**config.mk**
```make
export PLATFORM = sky130hd
export DESIGN_NAME = alu_result_fifo
export DESIGN_NICKNAME = d
export VERILOG_FILES = /design/src/rtl/alu_result_fifo.sv
export SDC_FILE = /design/constraint.sdc
export NUM_CORES = 1
export LEC_CHECK = 0
export BUFFER_PORTS_ARGS = -buffer_cell sky130_fd_sc_hd__clkbuf_2
export CAP_MARGIN = 20
export CORE_AREA = 2 2 97 99
export DETAILED_ROUTE_END_ITERATION = 12
export DIE_AREA = 0 0 99 101
export PLACE_DENSITY_LB_ADDON = 0.12
export SETUP_SLACK_MARGIN = 0.2
export SYNTH_ARGS = -nofsm -noshare
export SYNTH_HDL_FRONTEND = slang
export SYNTH_SLANG_ARGS = --single-unit
```
**constraint.sdc**
```tcl
create_clock -name clk -period 2.7 [get_ports clk]
set_input_delay 0.54 -clock clk [delete_from_list [all_inputs] [get_ports clk]]
set_output_delay 0.54 -clock clk [all_outputs]
set_load 0.02 [all_outputs]
```
**src/rtl/alu_result_fifo.sv**
```systemverilog
// First-word fall-through FIFO buffering ALU results ahead of writeback.
// Define RESULT_FIFO_ZCOUNT_EN to build the saturating popped-zero counter.
module alu_result_fifo #(
  parameter int DEPTH = 4,
  parameter int AW    = 8
) (
  input  logic          clk,
  input  logic          rst_n,
  input  logic          in_valid,
  output logic          in_ready,
  input  logic [15:0]   in_data,
  input  logic          in_z,
  input  logic [AW-1:0] in_dest,
  output logic          out_valid,
  input  logic          out_ready,
  output logic [15:0]   out_data,
  output logic          out_z,
  output logic [AW-1:0] out_dest,
  output logic [4:0]    count,
  output logic [7:0]    zcount
);

  localparam int PW = (DEPTH > 1) ? $clog2(DEPTH) : 1;

  typedef struct packed {
    logic [15:0]   data;
    logic          z;
    logic [AW-1:0] dest;
  } entry_t;

  entry_t        mem [DEPTH];
  entry_t        head;
  logic [PW-1:0] wr_ptr;
  logic [PW-1:0] rd_ptr;
  logic [4:0]    cnt;
  logic          push;
  logic          pop;

  assign in_ready  = (cnt != 5'(DEPTH));
  assign out_valid = (cnt != 5'd0);
  assign push      = in_valid && in_ready;
  assign pop       = out_valid && out_ready;
  assign count     = cnt;

  assign head     = mem[rd_ptr];
  assign out_data = out_valid ? head.data : 16'd0;
  assign out_z    = out_valid ? head.z    : 1'b0;
  assign out_dest = out_valid ? head.dest : '0;

  // Storage is left uncleared on reset; only the pointers matter.
  always_ff @(posedge clk) begin
    if (rst_n && push) begin
      mem[wr_ptr] <= '{data: in_data, z: in_z, dest: in_dest};
    end
  end

  always_ff @(posedge clk) begin
    if (!rst_n) begin
      wr_ptr <= '0;
      rd_ptr <= '0;
      cnt    <= 5'd0;
    end else begin
      if (push) begin
        wr_ptr <= wr_ptr + PW'(1);
      end
      if (pop) begin
        rd_ptr <= rd_ptr + PW'(1);
      end
      unique case ({push, pop})
        2'b10:   cnt <= cnt + 5'd1;
        2'b01:   cnt <= cnt - 5'd1;
        default: cnt <= cnt;
      endcase
    end
  end

`ifdef RESULT_FIFO_ZCOUNT_EN
  logic [7:0] zcnt;

  always_ff @(posedge clk) begin
    if (!rst_n) begin
      zcnt <= 8'd0;
    end else if (pop && head.z && zcnt != 8'hFF) begin
      zcnt <= zcnt + 8'd1;
    end
  end

  assign zcount = zcnt;
`else
  assign zcount = 8'd0;
`endif

endmodule

```
# Yosys cells after proc, flatten, opt, wreduce, memory -nomap -nowiden
# Memory sizes are Yosys's and may differ from the RTL's. A register that Yosys moved wholly into a read port is not among the register bits.
# Index checks and enable logic that the tools add are counted.
[totals]
reg_bits = 9
latchBits = 0
ramBits = 100
rom_bits = 0
in_bits = 29
out_inout_bits = 40
n_memories = 1
[memory_table]
columns = ["name", "depth", "word_bits", "rd", "rd_clocked_by_memory_dff", "write_ports", "line_no", "source"]
rows = [
  ["mem", 4, 25, 1, 1, 1, "31", "entry_t mem [DEPTH];"],
]
[classes]
n_addsub = 4
multipliers = 0
div_mod_pow = 0
magnitude_cmp = 0
eq_ne = 3
shifts = 0
mux = 8
n_bitwise = 0
reduce_logical = 5
[op_table]
columns = ["operator", "n"]
rows = [
  ["16-bit two-way mux", 1],
  ["5-bit one-hot mux with 2 select lines", 1],
  ["8-bit two-way mux", 1],
  ["5-bit by 1-bit adder with 5-bit output (second input constant)", 1],
  ["5-bit by 3-bit != test with 1-bit output (second input constant)", 1],
  ["5-bit nonzero test", 1],
  ["5-bit by 1-bit subtractor with 5-bit output (second input constant)", 1],
  ["2-bit by 1-bit adder with 2-bit output (second input constant)", 2],
  ["2-bit two-way mux", 2],
  ["1-bit logical AND", 3],
  ["1-bit two-way mux", 3],
  ["2-bit by 1-bit == test with 1-bit output (second input constant)", 1],
  ["2-bit == test (second input constant)", 1],
  ["2-bit nonzero test", 1],
]

# Logic depth before layout (Yosys ltp)
# Gate-level depths: netlist of the first run.
[depth]
depth_word = 5
mapped_depth = 9
depth_no_buf = 9

# Worst setup path before layout of the first run
# Ideal clock, no wire load.
[synth_timing]
path_kind = "reg-to-reg"
from = "register cnt[0], in the netlist count[0]"
to = "register cnt[3], in the netlist count[3]"
setup_time_ns = 0.062
arrival_ns = 2.581
required_time_ns = 2.638
path_slack_ns = 0.057
stages_incl_launch_ff = 10
synth_period_minus_slack_ns = 2.643
path_cell_list = "dfxtp_1 > or4_4 > o21ai_2 > inv_1 > ha_1 > ha_1 > a21o_1 > a21oi_1 > or4b_2 > nand3_1"
[synth_between]
elab_chain_cells = 4
word_cells_on_any_way = 10
cone_classes = "2 x add/sub; 3 x eq/ne; 1 x mux; 4 x reduce/logical"
[synth_lines]
columns = ["item", "line_no", "source"]
rows = [
  ["from (decl)", "35", "logic [4:0] cnt;"],
  ["from (signal assigned)", "70", "2'b10: cnt <= cnt + 5'd1;"],
  ["from (signal assigned)", "71", "2'b01: cnt <= cnt - 5'd1;"],
  ["from (signal assigned)", "72", "default: cnt <= cnt;"],
  ["5-bit nonzero test (*)", "40", "assign out_valid = (cnt != 5'd0);"],
  ["1-bit logical AND (*)", "42", "assign pop = out_valid && out_ready;"],
  ["named net pop", "37", "logic pop;"],
  ["2-bit by 1-bit == test with 1-bit output / 2-bit == test (equally long branches)", "69", "unique case ({push, pop})"],
  ["5-bit one-hot mux with 2 select lines / 2-bit nonzero test (equally long branches)", "n/a", ""],
]
# Mark *: on every way through the listed nets, which the timed path passes. The rest lies on a longest branch.
# A chain may end at the register's enable or synchronous reset.

# Worst setup path in the final report of the first run
[layout_timing]
from = "register cnt[4], in the netlist count[4]"
to = "output port out_dest[7]"
[layout_between]
elab_chain_cells = 2
[layout_lines]
columns = ["item", "line_no", "source"]
rows = [
  ["5-bit nonzero test", "40", ""],
  ["8-bit two-way mux", "48", "assign out_dest = out_valid ? head.dest : '0;"],
  ["to (decl)", "18", "output logic [AW-1:0] out_dest,"],
]
# No other way between the ends.

==> results.toml, run 1 <==
[logic_synthesis]
synth-simple-area-share_pct = 7.32
synth.area.mux_share_pct = 13.2
synthCells = 237
synth-warning-count = 0
synth_top_family_by_area = "multiplexers"
synth.avg_cell_area_sq_um = 19.0
ys_ff_latch = 111
yosys.area_share.xor_xnor_pct = 0.974
ys_seq_area_share_pct = 71.7
syn_area_sq_um = 4500
synth_compound_area_share_pct = 1.25
synth.distinct_cells = 33
synthAdderAreaFrac_pct = 2.67

[setup_path]
cp-start-kind = "register"
critPathArrivalTime_ps = 1890
required_ps = 2160
reg2reg_setup_slack_ps = 270
critPathMaxFanout = 13
cp-end-kind = "output port"
critPathKind = "register to output port"
worstPathCellList = "or4_4, nor2_4, buf_8, nor2b_1, clkbuf_2"
cp_slowest_stage_delay_ps = 580
crit_slowest_cell = "or4_4"

[sta]
fin_crit_sh_pct = 90.0
finClkSkew_ps = 11.3
maxSlewViolCount = 0
finalSetupViolations = 0
finalSetupTns_ps = 0
clock.fmax_mhz = 412
worst_slew_pin_slew_ps = 687
maxSlewHeadroom_pct = 54.2
rsz0062_at_grt = "true"
layout_min_cycle_time_ps = 2430
hold_viol_final = 0

[grt]
grt_pass1_vias = 2297
grt_max_degree = 22
grt.overflow.total = 0
antenna_found_initial = 0
gr-usage-all-layers_pct = 15.9
grt_pass1_wl_um = 11800

[pwr]
power.switching_mw = 1.83
power_density_nw_per_um2 = 978
clockPowerShare_pct = 18.7
swShare_pct = 35.5
intPower_mw = 3.32
p_leak_nw = 1.89
peakVddDrop_v = 0.000491
share_comb_of_total_power_pct = 39.9
seqPwrFrac_pct = 41.4

[detailed_routing]
routedWlPerCell_um = 17.4
drt-initial-drc-count = 85
routed_wirelength_um = 7420
vias_per_cell = 5.27
drc = 0
firstDrtPassIters = 5
num_vias = 2243
ant_nets = 0

[floorplan]
fp.dieArea_sq_um = 10000
top_level_ports = 69
rows = 35
die_x_um = 99
coreArea_sq_um = 8980
start_util_pct = 50.1
die_y_um = 101

[job]
maxCapViolCount = 0

[place]
post-dp-hpwl_um = 4890
portBuffers = 60
gp_congestion = 0.696

[status]
outcome = "finished, final reports clean"

[clock_tree]
postCtsHoldBufs = 0
cts_buffer_depth = 2
clkTransAtPathRegs_ps = 120
cts_made_buffers = 9
clkLatencyLatePin_ps = 360
cts_tree = "built"
clockRootBuffer = "clkbuf_8"
htree_num_levels = 3
clock-sinks = 111

[final_layout]
area_growth_pct = 17.1
finish.net_count = 348
insertedDiodeCount = 0
post-route-util_pct = 58.6
drive_gt1_share_pct = 41.0
n_fill_cell = 710

[min_path]
hold_class = "input port to register"
[power by group through the flow]
stage	Combinational [mW]	Clock, mW	Sequential (mW)
after global routing	2.24	1.06	2.15
after global placement	1.99	0	2.15
after floorplan	1.39	0	2.16
after detailed placement	2.00	0	2.16
after CTS	2.03	0.998	2.13
final	2.05	0.965	2.13
[timing repair]
| item | in CTS | in global routing |
|---|---|---|
| resized for setup | 2 | 9 |
| pin swaps | 0 | 2 |
| setup buffers | 0 | 2 |
| setup endpoints to repair | 10 | 27 |
[area by class of cell]
class	instances	area [sq um]	area share, %
Tap cell	111	139	2.64
Multi-Input combinational cell	110	1230	23.4
Inverter	5	18.8	0.357
Sequential cell	111	3240	61.5
Clock inverter	7	75.1	1.43
Clock buffer	9	124	2.35
Timing Repair Buffer	73	442	8.39
[metal layers]
metal,global-route usage [%],up-vias,part of all wire (%)
met5,0,-,0
met4,4.11,0,0.94
met3,4.72,6,4.2
met2,27.4,55,52
met1,19.7,1135,43
li1,-,1047,-
[cells in the final DEF (no fill, tap or decap), types with 2 or more instances in the layout]
cell type | synthesis | routed
dfxtp_4 | 0 | 3
clkbuf_8 | 0 | 9
inv_8 | 0 | 3
dfxtp_1 | 11 | 7
nand3_1 | 3 | 2
nand2_1 | 4 | 4
edfxtp_1 | 100 | 100
mux4_2 | 25 | 25
a21oi_1 | 3 | 2
buf_8 | 0 | 2
xnor2_1 | 5 | 5
and3_1 | 4 | 4
clkbuf_2 | 1 | 60
nor2b_1 | 27 | 27
ha_1 | 8 | 5
ha_4 | 0 | 3
and2_1 | 6 | 6
conb_1 | 1 | 8
buf_12 | 0 | 2
mux2i_1 | 3 | 3
buf_4 | 9 | 8
inv_1 | 5 | 4
[worst paths after layout]
kind | from | to | depth (start not counted)
min reg2reg | wr_ptr[1] | wr_ptr[1] | 2
max reg2reg | count[4] | count[3] | 9
min | in_data[8] | mem[2][17] | 1
max | count[4] | out_dest[7] | 5
[registers in the layout, indices dropped and copies added (netlist names), named ones only]
name	count
count	5
rd_ptr	2
wr_ptr	2
mem	100
[logic make-up (layout without fill, tap and decap cells)]
| logic type | after synthesis | after routing |
|---|---|---|
| AOI/OAI and AO/OA | 8 | 8 |
| xor gates and xnor gates | 5 | 5 |
| adders and majority gates | 9 | 9 |
| buffers and inverters | 23 | 94 |
| DFF | 111 | 111 |
| muxes | 28 | 28 |
| other | 1 | 8 |
| and+or+nand+nor | 52 | 52 |
[metrics by stage]
stage	cell area, sq um	worst slack (ps)	hold WS [ps]	total power [mW]	std cells
finish	5260	271	383	5.15	426
CTS	5210	202	362	5.15	424
detailed placement	5000	249	507	4.17	408
global placement	5000	280	496	4.14	408
floorplan	4560	301	528	3.55	244
global route	5260	181	364	5.45	426
[cell usage after synthesis (all sizes together)]
library cell	count	area (sq um)
clkbuf	3	12.5
or4b	1	10.0
and2	6	37.5
fa	1	20.0
ha	8	100
a21boi	1	7.51
and3	4	25.0
or4	1	11.3
buf	15	95.1
inv	5	18.8
nand2b	1	6.26
nand4b	1	8.76
and4b	1	10.0
mux2i	3	30.0
dfxtp	11	220
a21oi	3	15.0
nor4	1	6.26
nand2	4	15.0
edfxtp	100	3000
nor2b	27	169
a21o	1	7.51
nor2	2	15.0
conb	1	3.75
o21ai	2	13.8
o211ai	1	12.5
nand3	3	15.0
xnor2	5	43.8
mux4	25	563
[critical path: cells and delay by family, from the launching register on]
kind | cells | cell delay (ps)
buffers and inverters | 2 | 330
AND/OR/NAND/NOR | 3 | 820
flip-flops | 1 | 370
Power figures use the tool's default switching activity.
==> run 2, diff against run 1 <==
CORE_AREA = 2 2 88 90   (was 2 2 97 99)
CTS_BUF_LIST = sky130_fd_sc_hd__clkbuf_8   (was unset)
DIE_AREA = 0 0 90 92   (was 0 0 99 101)
clock period = 3.13 ns   (was 2.7 ns; I/O delays follow)
==> run 2 against run 1 <==
Against the previous run: count of clock-buffer cells in the layout unchanged; worst setup slack better by 40 ps; sequential power down 14%; non-clock buffer count down 3; clock power down 22%; power down 18%; die area down 17%; register-to-register slack better by 120 ps; first-iteration DRC count up 87%.
==> results.toml, run 2 (synthesis gave the netlist of run 1 again) <==
[status]
outcome = "finished, final reports clean"

[min_path]
whs_path_depth = 1
hold_path_startpoint = "in_dest[5]"
worstHoldEndpoint = "mem[3][5]"
hold_class = "input port to register"

[final_layout]
largest_register_ffs = 100
multi_input_area_sq_um = 1170
layout_common_cells = "edfxtp_1 (100), clkbuf_2 (60), nor2b_1 (27)"
finish.net_count = 345
layout_commonest_cell = "edfxtp_1"
drive_gt1_share_pct = 37.2
area_growth_pct = 13.5
insertedDiodeCount = 0
n_fill_cell = 518
regMostFlops = "mem"
register_area_sq_um = 3220

[sta]
rsz0062_at_grt = "false"
finalSetupTns_ps = 0
finalHoldWorstSlack_ps = 470
maxSlewViolCount = 0
finalSetupViolations = 0
maxSlewHeadroom_pct = 65.8
hold_viol_final = 0
layout_min_cycle_time_ps = 2820
clock.fmax_mhz = 355
fin_crit_sh_pct = 90.1
finClkSkew_ps = 12.8
worst_slew_pin_slew_ps = 512

[pwr]
peakVddDrop_v = 0.000338
p_leak_nw = 1.85
intPower_mw = 2.74
power.switching_mw = 1.47
p_total_mw = 4.21
seqPwrFrac_pct = 43.7
clockPowerShare_pct = 17.8
power_density_nw_per_um2 = 825
share_comb_of_total_power_pct = 38.5
swShare_pct = 35.0

[clock_tree]
post-cts-setup-buffers = 0
post_cts_resized = 0
clkLatencyLatePin_ps = 370
postCtsHoldBufs = 0
clock-sinks = 111
cts_buffer_depth = 2
clkTransAtPathRegs_ps = 110
cts_made_buffers = 9
clockRootBuffer = "clkbuf_8"
htree_num_levels = 3
cts_tree = "built"

[setup_path]
r2r_end = "count[3]"
critPathMaxFanout = 14
cp_num_buf_inv = 2
worstPathCellList = "or4_4, nor2_4, buf_4, nor2b_1, clkbuf_2"
reg2reg_setup_slack_ps = 390
critPathKind = "register to output port"
critical_path.reg2reg.startpoint = "count[0]"
reg2reg_depth = 9
cp-end-kind = "output port"
cp_slowest_stage_delay_ps = 600
required_ps = 2500
crit_family = "simple AND/OR/NAND/NOR gates"
critPathArrivalTime_ps = 2190
crit_slowest_cell = "or4_4"
cp-start-kind = "register"

[detailed_routing]
drc = 0
num_vias = 2211
routedWlPerCell_um = 17.2
routed_wirelength_um = 7120
drt-initial-drc-count = 159
ant_nets = 0
vias_per_cell = 5.34
firstDrtPassIters = 4

[floorplan]
top_level_ports = 69
die_y_um = 92
rows = 32
coreArea_sq_um = 7450
fp.dieArea_sq_um = 8280
die_x_um = 90
start_util_pct = 60.4

[grt]
grt_max_degree = 26
gr-usage-all-layers_pct = 18.5
grt.overflow.total = 0
grt_pass1_vias = 2278
grt_pass1_wl_um = 11500
antenna_found_initial = 0

[job]
maxCapViolCount = 0

[place]
portBuffers = 60
gp_congestion = 0.786
post-dp-hpwl_um = 4540
## run 2: cell count changes in the layout (fill, tap and decap cells not counted), moves of 2 or more
cell        delta
buf_8          -2
inv_8          -3
clkinvlp_4     +2
dfxtp_4        -3
ha_4           -3
ha_1           +3
dfxtp_1        +3
inv_1          +2
## run 2: final cells by class
cell class | instances | share of cell area, %
timing repair buffer | 70 | 7.60
sequential | 111 | 63.2
clock inverter | 7 | 0.956
tap | 102 | 2.50
multi-input combinational | 110 | 23.0
inverter | 5 | 0.368
clock buffer | 9 | 2.43
## run 2: power by group through the flow
stage                     logic (mW)  registers [mW]  clock network [mW]
after global routing            1.76            1.86               0.841
after global placement          1.63            1.87                   0
after floorplan                 1.17            1.86                   0
final                           1.62            1.84               0.751
after detailed placement        1.64            1.87                   0
after CTS                       1.65            1.84               0.772
## run 2: how the worst max path moves through the flow
stage / depth (start not counted) / to / start / slack (ps)
after floorplan: 9 / count[3] / count[0] / 490
after global placement: 9 / count[3] / count[0] / 490
after detailed placement: 9 / count[3] / count[0] / 430
after CTS: 5 / out_dest[6] / count[0] / 270
after global routing: 5 / out_dest[6] / count[0] / 200
final: 5 / out_dest[6] / count[0] / 310
## run 2: routing by layer
layer  vias up  wire (um)  global-route usage (%)
met3        10        281                    3.70
met2        58       3470                    29.8
met5         -          0                       0
met4         0        131                    7.82
li1       1036          -                       -
met1      1107       3230                    25.1
## run 2: stage by stage
| stage | cells | setup WS (ps) | cell area (sq um) | utilization, % |
|---|---|---|---|---|
| 2_1_floorplan | 244 | 487 | 4520 | - |
| 3_3_place_gp | 398 | 495 | 4930 | 66.2 |
| 3_5_place_dp | 398 | 428 | 4930 | 66.2 |
| 4_1_cts | 414 | 275 | 5100 | 68.5 |
| 5_1_grt | 414 | 200 | 5100 | 68.5 |
| 6_report | 414 | 311 | 5100 | 68.5 |
==> run 3, diff against run 2 <==
BUFFER_PORTS_ARGS = -buffer_cell sky130_fd_sc_hd__buf_2   (was -buffer_cell sky130_fd_sc_hd__clkbuf_2)
==> run 3 against run 2 <==
Against the previous run: fmax grew 2.1%; power grew 6.2%; flip-flop and latch count is the same; sequential power is essentially flat; wire length shrank 1.9%; first-iteration DRC count shrank 35%; clock power grew 22%; utilization grew 1.5 points; non-clock buffer count grew 4; via count shrank 1.1%; critical path depth is the same; critical endpoint is now out_dest[3]; largest power group unchanged.
==> results.toml, run 3 (synthesis gave the netlist of run 1 again) <==
[final_layout]
multi_input_area_sq_um = 1170
layout_commonest_cell = "edfxtp_1"
layout_common_cells = "edfxtp_1 (100), buf_2 (60), nor2b_1 (27)"
regMostFlops = "mem"
register_area_sq_um = 3220
insertedDiodeCount = 0
n_fill_cell = 507
area_growth_pct = 16.1
design_area_sq_um = 5220
stdcell_count = 418
post-route-util_pct = 70.1
largest_register_ffs = 100
drive_gt1_share_pct = 38.0
finish.net_count = 349

[floorplan]
fp.dieArea_sq_um = 8280
top_level_ports = 69
start_util_pct = 60.4
die_x_um = 90
coreArea_sq_um = 7450
die_y_um = 92
rows = 32

[sta]
clock.fmax_mhz = 362
hold_viol_final = 0
maxSlewViolCount = 0
finalSetupViolations = 0
fin_crit_sh_pct = 88.2
finalSetupTns_ps = 0
maxSlewHeadroom_pct = 57.1
rsz0062_at_grt = "false"
worst_slack_ps = 370
finalHoldWorstSlack_ps = 472
layout_min_cycle_time_ps = 2760
worst_slew_pin_slew_ps = 643
finClkSkew_ps = 10.7

[min_path]
hold_path_startpoint = "in_data[2]"
whs_path_depth = 1
worstHoldEndpoint = "mem[1][11]"
hold_class = "input port to register"

[place]
post-dp-hpwl_um = 4500
dpl_cell_area_sq_um = 4960
dp_slack_ps = 465
portBuffers = 60
gp_congestion = 0.752
post-place-cells = 397

[grt]
grt_pass1_wl_um = 11200
grt_max_degree = 26
antenna_found_initial = 0
grt.overflow.total = 0
grt_pass1_vias = 2177
gr-usage-all-layers_pct = 18.3

[setup_path]
cp-end-kind = "output port"
reg2reg_depth = 9
critPathMaxFanout = 14
required_ps = 2500
critical_path.reg2reg.startpoint = "count[0]"
cp-start-kind = "register"
reg2reg_setup_slack_ps = 450
critPathKind = "register to output port"
critPathArrivalTime_ps = 2130
r2r_end = "count[3]"

[pwr]
peakVddDrop_v = 0.000430
p_leak_nw = 1.91
p_total_mw = 4.47
power_density_nw_per_um2 = 857

[detailed_routing]
firstDrtPassIters = 4
wl_met3_um = 293
ant_nets = 0
routedWlPerCell_um = 16.7
vias_per_cell = 5.23
drc = 0
wl_met1_um = 3160
routed_wirelength_um = 6980
maxUsedRoutingLayer = "met4"
drt-initial-drc-count = 104
met2_length_um = 3370
num_vias = 2186

[clock_tree]
postCtsHoldBufs = 0
cts_buffer_depth = 2
post_cts_resized = 0
htree_num_levels = 3
clkTransAtPathRegs_ps = 100
clockRootBuffer = "clkbuf_8"
cts_tree = "built"
post-cts-setup-buffers = 0
cts_made_buffers = 9
clkLatencyLatePin_ps = 360
clock-sinks = 111

[status]
outcome = "finished, final reports clean"

[job]
maxCapViolCount = 0
==> run 3: changes by cell type in the layout (fill, tap and decap cells not counted) <==
| cell | previous run | this run |
|---|---|---|
| buf_2 | 0 | 60 |
| clkbuf_2 | 60 | 0 |
| buf_12 | 1 | 4 |
| clkinvlp_4 | 3 | 0 |
| bufinv_16 | 0 | 2 |
| buf_4 | 9 | 10 |
| inv_6 | 1 | 2 |
==> run 3: layout make-up <==
class,instances,share of cell area (%)
inverters,5,0.360
flip-flops and latches,111,61.8
repair buffers,74,8.73
clock inverters,7,1.82
multi-input cells,110,22.5
clock buffers,9,2.37
well taps,102,2.45
==> run 3: critical path, stage by stage (launching register included) <==
cell and delay [ps]:
dfxtp_1 390, or4_4 600, nor2_4 280, buf_4 270
nor2b_1 70, buf_2 160
==> run 3: worst max path at each step <==
stage	start	end	slack, ps	cells after the start
6_report	count[0]	out_dest[3]	370	5
5_1_grt	count[0]	out_dest[3]	260	5
4_1_cts	count[0]	out_dest[3]	260	5
3_5_place_dp	count[0]	count[3]	470	9
3_3_place_gp	count[0]	count[3]	500	9
2_1_floorplan	count[0]	count[3]	490	9
==> run 3: report_power, final <==
group,leakage (nW),switching [mW],total (mW),internal [mW]
sequential,0.998,0.0868,1.84,1.75
combinational,0.797,0.932,1.72,0.784
clock,0.115,0.464,0.918,0.454
total,1.91,1.48,4.47,2.99
==> run 3: metal layers <==
metal  up-vias  GRT usage, %
met3        10          4.03
met1      1065          24.4
met5         -             0
met4         0          8.46
met2        65          29.3
li1       1046             -
